[src/rtl/fifo_sync_prog.sv]
// Synchronous FIFO with programmable almost-full/almost-empty levels, sticky
// overflow/underflow flags and a selectable registered or fall-through read port.
module fifo_sync_prog #(
  parameter int depth = 8,
  parameter int width = 8,
  parameter int fwft  = 0
) (
  input  logic                   clk,
  input  logic                   rst,
  input  logic                   wr_en,
  input  logic [width-1:0]       data_in,
  input  logic                   rd_en,
  output logic [width-1:0]       data_out,
  output logic                   rd_valid,
  input  logic [$clog2(depth):0] af_thresh,
  input  logic [$clog2(depth):0] ae_thresh,
  output logic                   full,
  output logic                   empty,
  output logic                   almost_full,
  output logic                   almost_empty,
  output logic [$clog2(depth):0] level,
  output logic                   overflow,
  output logic                   underflow,
  input  logic                   err_clr
);
  localparam int PW = $clog2(depth);
  localparam int LW = PW + 1;

  logic [width-1:0] mem [depth];
  logic [PW-1:0]    wr_ptr_q, wr_ptr_d, rd_ptr_q, rd_ptr_d;
  logic [LW-1:0]    level_q, level_d;
  logic             ovf_q, ovf_d, unf_q, unf_d;
  logic             wr_ok, rd_ok;

  // Explicit wrap so non-power-of-two depths step correctly.
  function automatic logic [PW-1:0] ptr_inc(input logic [PW-1:0] p);
    return (p == PW'(depth - 1)) ? '0 : p + PW'(1);
  endfunction

  always_comb begin
    full         = (level_q == LW'(depth));
    empty        = (level_q == '0);
    almost_full  = (level_q >= af_thresh);
    almost_empty = (level_q <= ae_thresh);
    level        = level_q;
    overflow     = ovf_q;
    underflow    = unf_q;
    // In fall-through mode a full FIFO can still take a write that replaces the popped head.
    wr_ok = wr_en && (!full || (rd_en && (fwft != 0) && !empty));
    rd_ok = rd_en && !empty;
    wr_ptr_d = wr_ok ? ptr_inc(wr_ptr_q) : wr_ptr_q;
    rd_ptr_d = rd_ok ? ptr_inc(rd_ptr_q) : rd_ptr_q;
    level_d  = level_q;
    case ({wr_ok, rd_ok})
      2'b10:   level_d = level_q + LW'(1);
      2'b01:   level_d = level_q - LW'(1);
      default: level_d = level_q;
    endcase
    // Error set wins over a same-cycle clear.
    ovf_d = (wr_en && !wr_ok) ? 1'b1 : (err_clr ? 1'b0 : ovf_q);
    unf_d = (rd_en && !rd_ok) ? 1'b1 : (err_clr ? 1'b0 : unf_q);
  end

  always_ff @(posedge clk) begin
    if (rst) begin
      wr_ptr_q <= '0;
      rd_ptr_q <= '0;
      level_q  <= '0;
      ovf_q    <= 1'b0;
      unf_q    <= 1'b0;
    end else begin
      wr_ptr_q <= wr_ptr_d;
      rd_ptr_q <= rd_ptr_d;
      level_q  <= level_d;
      ovf_q    <= ovf_d;
      unf_q    <= unf_d;
    end
  end

  always_ff @(posedge clk) begin
    if (!rst && wr_ok) mem[wr_ptr_q] <= data_in;
  end

  if (fwft != 0) begin : g_fwft
    always_comb begin
      data_out = mem[rd_ptr_q];
      rd_valid = !empty;
    end
  end else begin : g_reg
    logic [width-1:0] dout_q, dout_d;
    logic             rvld_q, rvld_d;

    always_comb begin
      dout_d   = rd_ok ? mem[rd_ptr_q] : dout_q;
      rvld_d   = rd_ok;
      data_out = dout_q;
      rd_valid = rvld_q;
    end

    always_ff @(posedge clk) begin
      if (rst) begin
        dout_q <= '0;
        rvld_q <= 1'b0;
      end else begin
        dout_q <= dout_d;
        rvld_q <= rvld_d;
      end
    end
  end

endmodule

[config.mk]
export PLATFORM = sky130hd
export DESIGN_NAME = fifo_sync_prog
export DESIGN_NICKNAME = d
export VERILOG_FILES = /design/src/rtl/fifo_sync_prog.sv
export SDC_FILE = /design/constraint.sdc
export NUM_CORES = 1
export LEC_CHECK = 0
export BUFFER_PORTS_ARGS = -buffer_cell sky130_fd_sc_hd__buf_2
export CAP_MARGIN = 20
export CORE_MARGIN = 10
export CORE_UTILIZATION = 50
export DETAILED_ROUTE_END_ITERATION = 10
export PLACE_DENSITY = 0.7
export SYNTH_ARGS = -nofsm -noshare
export SYNTH_HDL_FRONTEND = slang
export SYNTH_SLANG_ARGS = --single-unit
[constraint.sdc]
create_clock -name clk -period 3.1 [get_ports clk]
set_clock_uncertainty 0.15 [all_clocks]
set_input_delay 0.31 -clock clk [delete_from_list [all_inputs] [get_ports clk]]
set_output_delay 0.31 -clock clk [all_outputs]
set_load 0.02 [all_outputs]
==> results_dict.tcl, run 1 <==
set metrics [dict create \
    ys_seq_area_frac 0.653 \
    antenna_found_initial 0 \
    grtUsageTotal 0.124 \
    diodes 0 \
    critPathRequiredTime_ns 3.23 \
    cts_resized 0 \
    place_area_sq_um 3920 \
    clk_latency_ns 0.36 \
    first_iter_violations 153 \
    cts_sinks 85 \
    slew_headroom 0.437 \
    rsz0062_at_grt "false" \
    drtPass1Iterations 6 \
    synth_cells 229 \
    syn_area_per_cell_sq_um 15.7 \
    clk_pin_slew_worst_paths_ns 0.08 \
    area_growth_syn_to_layout_pct 15.5 \
    final_hold_viol_count 0 \
    grt_max_degree 24 \
    arrival_ns 2.92 \
    status "finished, final reports clean" \
    switchingPower_mw 1.03 \
    irDropWorstVdd_uv 435 \
    max_freq_ghz 0.358 \
    p_leak_nw 1.56 \
    die_area_sq_um 11000 \
    setup_viol 0 \
    start_kind "flop" \
    synth-main-ff-cell "edfxtp_1" \
    row_count 30 \
    synthArstFlopShare 0 \
    layout.cells.non_filler 381 \
    layout-drive-gt1-share 0.340 \
    finalCoreUtilization 0.603 \
    fin_ws_ns 0.306 \
    p_comb_frac 0.293 \
    place_ws_ns 0.295 \
    final_area_sq_um 4150 \
    h-tree-depth 3 \
    core_area_sq_um 6870 \
    yosysTopAreaCellShare 0.536 \
    syn_nets 266 \
    layout.nets 317 \
    cts-buffers-inserted 9 \
    placed_cells 365 \
    first_global_vias 2027 \
    clockBufferDepth 2 \
    synth_common_cells "edfxtp_1, nor2_1, dfxtp_1" \
    drc 0 \
    cap_violations 0 \
    power.density_nw_per_um2 777 \
    crit_path_max_fanout 8 \
    grt_pass1_wl_mm 10.7 \
    dp_hpwl_mm 4.46 \
    hold_slack_ns 0.0603 \
    vias 2003 \
    switching_share 0.319 \
    setup.worst_path.class "reg2reg" \
    synth_edf_count 64 \
    cts_tree "yes" \
    start_util 0.522 \
    end_kind "flop" \
    power_frac_seq 0.441 \
    ant_nets 0 \
    p_int_mw 2.19 \
    synth_cell_types 39 \
    fin_tns_setup_ns 0 \
    ys_top_cells_by_area "edfxtp_1, dfxtp_1, mux4_2" \
    fp.dieW_um 105 \
    worstMarginPinSlew_ns 0.844 \
    postCtsHoldBufs 0 \
    post-cts-setup-buffers 0 \
    yosysMostFrequentCell "edfxtp_1" \
    globalRouteOverflowTotal 0 \
    wl_per_cell_um 17.3 \
    synth_seq_cells 85 \
    period_needed_ns 2.79 \
    power_mw 3.22 \
    pwr-share-clk 0.266 \
    yosysTopAreaCell "edfxtp_1" \
    die_y_um 105 \
    port_buffers 39 \
    post-route-period-util 0.901 \
    pin_count 40 \
    vias_per_cell 5.26 \
    holdCritPathClass "in2reg" \
    root_buffer "clkbuf_8" \
    wirelength_mm 6.58 \
    drv_slew 0 \
    gp_congestion 0.758 \
    synth.cell_area_sq_um 3590 \
    yosys_warnings 0 \
]
-- worst max-delay path, cell delays in order (launching register included) --
cell      delay [ns]
dfxtp_1         0.49
nor4b_2         0.33
nand2b_1        0.33
ha_1            0.25
ha_1            0.27
a21oi_1         0.19
a21oi_1         0.10
or4_1           0.47
a21oi_1         0.14
-- cells by family (layout without fill, tap and decap cells) --
kind of cell | count (synthesis) | in the layout | share of synthesized area
DFF | 85 | 85 | 0.653
muxes | 17 | 17 | 0.103
and+or+nand+nor | 61 | 61 | 0.101
buffers and inverters | 20 | 76 | 0.0279
adders and majority gates | 16 | 16 | 0.0579
AOI/OAI and AO/OA | 28 | 28 | 0.0523
xor gates and xnor gates | 2 | 2 | 0.00488
-- registers in the layout, indices dropped and copies added, names as in the netlist --
signal,cells
data_out,8
level,4
mem,64
overflow,1
rd_ptr_q,3
rd_valid,1
underflow,1
wr_ptr_q,3
-- area by class of cell --
| cell class | instances | area (sq um) |
|---|---|---|
| well taps | 96 | 120 |
| multi-input cells | 124 | 1150 |
| fillers | 546 | 2720 |
| repair buffers | 50 | 278 |
| inverters | 10 | 37.5 |
| clock inverters | 6 | 93.8 |
| flip-flops and latches | 85 | 2340 |
| clock buffers | 10 | 128 |
-- per-layer routing --
metal / global-route usage / share of wire
met1: 0.162 / 0.44
met3: 0.0319 / 0.065
met2: 0.193 / 0.49
met4: 0.0490 / 0.0082
met5: 0 / 0
-- final timing paths --
path	from	to	slack, ns	depth (start not counted)
max	level[3]$_SDFFE_PP0P_	level[3]$_SDFFE_PP0P_	0.31	8
min	wr_en	overflow$_SDFFE_PP0P_	0.06	3
max reg2reg	level[3]$_SDFFE_PP0P_	level[3]$_SDFFE_PP0P_	0.31	8
min reg2reg	data_out[6]$_SDFFE_PP0P_	data_out[6]$_SDFFE_PP0P_	0.35	2
-- cell usage in the layout, fill, tap and decap left out, types with 2 or more instances in the layout --
master | Yosys | routed
mux4_2 | 16 | 16
xor2_1 | 2 | 2
nor2_1 | 24 | 24
buf_4 | 2 | 11
a21oi_1 | 12 | 12
nor3_2 | 9 | 9
inv_1 | 9 | 9
nor2b_1 | 3 | 3
buf_2 | 2 | 39
a21o_1 | 3 | 3
edfxtp_1 | 64 | 64
nand2b_1 | 4 | 4
clkbuf_8 | 0 | 9
o22ai_1 | 8 | 8
bufinv_16 | 0 | 2
nand2_1 | 6 | 6
nor3_1 | 2 | 2
inv_6 | 0 | 3
o21a_1 | 2 | 2
ha_1 | 15 | 15
dfxtp_1 | 21 | 21
-- power groups by stage --
stage	clock, mW	sequential [mW]	combinational, mW
finish	0.858	1.42	0.943
global route	0.926	1.44	1.06
CTS	0.873	1.42	0.965
detailed placement	0	1.45	0.961
global placement	0	1.44	0.950
floorplan	0	1.51	0.646
Power figures use the tool's default switching activity.
==> run 2: changes to the inputs <==
- ABC_AREA: default -> 1
- PLACE_DENSITY: 0.7 -> 0.69
==> results_dict.tcl, run 2 <==
set metrics [dict create \
    status "finished, final reports clean" \
    die_y_um 108 \
    fin_tns_setup_ns 0 \
    drtPass1Iterations 4 \
    grt_pass1_wl_mm 13.4 \
    switching_share 0.368 \
    cts_resized 0 \
    die_area_sq_um 11700 \
    grtUsageTotal 0.148 \
    antenna_found_initial 0 \
    largest_register "mem" \
    switchingPower_mw 1.25 \
    synth_common_cells "nand2_1, inv_1, edfxtp_1" \
    synthArstFlopShare 0 \
    startpoint "level[3]$_SDFFE_PP0P_" \
    largest_reg_flops 64 \
    area_growth_syn_to_layout_pct 13.1 \
    worstMarginPinSlew_ns 0.539 \
    vias_per_cell 5.01 \
    yosys_warnings 0 \
    setup_viol 0 \
    cts_sinks 85 \
    fp.dieW_um 108 \
    first_iter_violations 154 \
    arrival_ns 2.63 \
    fill_cells 682 \
    cts-buffers-inserted 9 \
    drc 0 \
    hold_start "err_clr" \
    final_common_cell "nand2_1" \
    postCtsHoldBufs 0 \
    synth_cell_types 24 \
    yosysMostFrequentCell "nand2_1" \
    synth_edf_count 64 \
    final_hold_viol_count 0 \
    clk_pin_slew_worst_paths_ns 0.09 \
    globalRouteOverflowTotal 0 \
    h-tree-depth 3 \
    first_global_vias 2779 \
    start_kind "flop" \
    layout.nets 493 \
    row_count 32 \
    p_int_mw 2.15 \
    clk_latency_ns 0.36 \
    final_area_sq_um 4420 \
    post-cts-setup-buffers 0 \
    holdCritPathClass "in2reg" \
    pwr-share-clk 0.245 \
    pin_count 40 \
    max_freq_ghz 0.403 \
    power_frac_seq 0.428 \
    period_needed_ns 2.48 \
    r2r-start "level[3]$_SDFFE_PP0P_" \
    diodes 0 \
    syn_nets 447 \
    cts_tree "yes" \
    end_kind "flop" \
    p_leak_nw 2.03 \
    wirelength_mm 8.14 \
    syn_area_per_cell_sq_um 9.53 \
    synth_cells 410 \
    wl_per_cell_um 14.5 \
    synth.cell_area_sq_um 3910 \
    rsz0062_at_grt "false" \
    post-route-period-util 0.801 \
    setup.worst_path.class "reg2reg" \
    slew_headroom 0.640 \
    start_util 0.511 \
    synth-main-ff-cell "edfxtp_1" \
    gp_congestion 0.811 \
    yosysTopAreaCell "edfxtp_1" \
    power.density_nw_per_um2 771 \
    p_comb_frac 0.327 \
    mostFrequentLayoutCells "nand2_1, inv_1, edfxtp_1" \
    place_area_sq_um 4190 \
    ys_top_cells_by_area "edfxtp_1, nand2_1, dfxtp_1" \
    synth_seq_cells 85 \
    critPathRequiredTime_ns 3.24 \
    layout-drive-gt1-share 0.158 \
    crit_path_max_fanout 16 \
    vias 2819 \
    irDropWorstVdd_uv 432 \
    grt_max_degree 34 \
    ys_seq_area_frac 0.600 \
    clockBufferDepth 2 \
    core_area_sq_um 7650 \
    yosysTopAreaCellShare 0.492 \
    cap_violations 0 \
    dp_hpwl_mm 5.61 \
    drv_slew 0 \
    ant_nets 0 \
    port_buffers 39 \
    root_buffer "clkbuf_8" \
]
## run 2: layout make-up
class	instances	area, sq um	area share
sequential	85	2340	0.530
multi-input combinational	237	1170	0.265
inverter	74	280	0.0634
timing repair buffer	49	270	0.0612
clock buffer	12	199	0.0450
tap	102	128	0.0289
clock inverter	4	28.8	0.00651
## run 2: worst paths after layout
path / cells past startpoint / to / slack (ns)
max: 12 / level[3]$_SDFFE_PP0P_ / 0.62
min: 4 / underflow$_SDFFE_PP0P_ / 0.06
max reg2reg: 12 / level[3]$_SDFFE_PP0P_ / 0.62
min reg2reg: 2 / underflow$_SDFFE_PP0P_ / 0.31
## run 2: power groups by stage
stage | clock [mW] | combinational [mW] | sequential (mW)
finish | 0.833 | 1.11 | 1.46
global route | 0.905 | 1.27 | 1.47
CTS | 0.852 | 1.13 | 1.46
detailed placement | 0 | 1.13 | 1.48
global placement | 0 | 1.10 | 1.48
floorplan | 0 | 0.806 | 1.51
## run 2: cell families (layout without fill, tap and decap cells)
family / after synthesis / in the layout / share of synthesized area
AO/OA/AOI/OAI: 33 / 33 / 0.0429
XOR/XNOR: 1 / 1 / 0.00224
adder cells (fa/ha/maj): 16 / 16 / 0.0532
buffers and inverters: 88 / 139 / 0.101
flip-flops: 85 / 85 / 0.600
AND/OR/NAND/NOR: 187 / 187 / 0.201
## run 2: per-layer routing
| metal | track usage | routed length, um | vias to the layer above |
|---|---|---|---|
| li1 | - | - | 1414 |
| met1 | 0.177 | 3610 | 1312 |
| met2 | 0.244 | 3830 | 76 |
| met3 | 0.0452 | 501 | 17 |
| met4 | 0.0631 | 205 | 0 |
| met5 | 0 | 0 | - |
## run 2: worst max-delay path, stage by stage, from the launching register on
cell and delay [ns]:
dfxtp_1 0.47, inv_1 0.11, nand3_2 0.10, nand2_2 0.18, inv_2 0.24, ha_1 0.26
ha_1 0.28, or2_2 0.30, nand2_1 0.07, nand3_1 0.06, nand2_1 0.06, nand2_1 0.04
a21oi_1 0.11
## run 2: per-stage QoR
step / power, mW / hold WS, ns / utilization / instances / setup WS (ns)
2_1_floorplan: 2.32 / 0.259 / - / 410 / 0.920
3_3_place_gp: 2.58 / 0.301 / 0.548 / 547 / 0.716
3_5_place_dp: 2.61 / 0.301 / 0.548 / 547 / 0.643
4_1_cts: 3.44 / 0.0520 / 0.578 / 563 / 0.622
5_1_grt: 3.65 / 0.0577 / 0.578 / 563 / 0.376
6_report: 3.40 / 0.0622 / 0.578 / 563 / 0.616
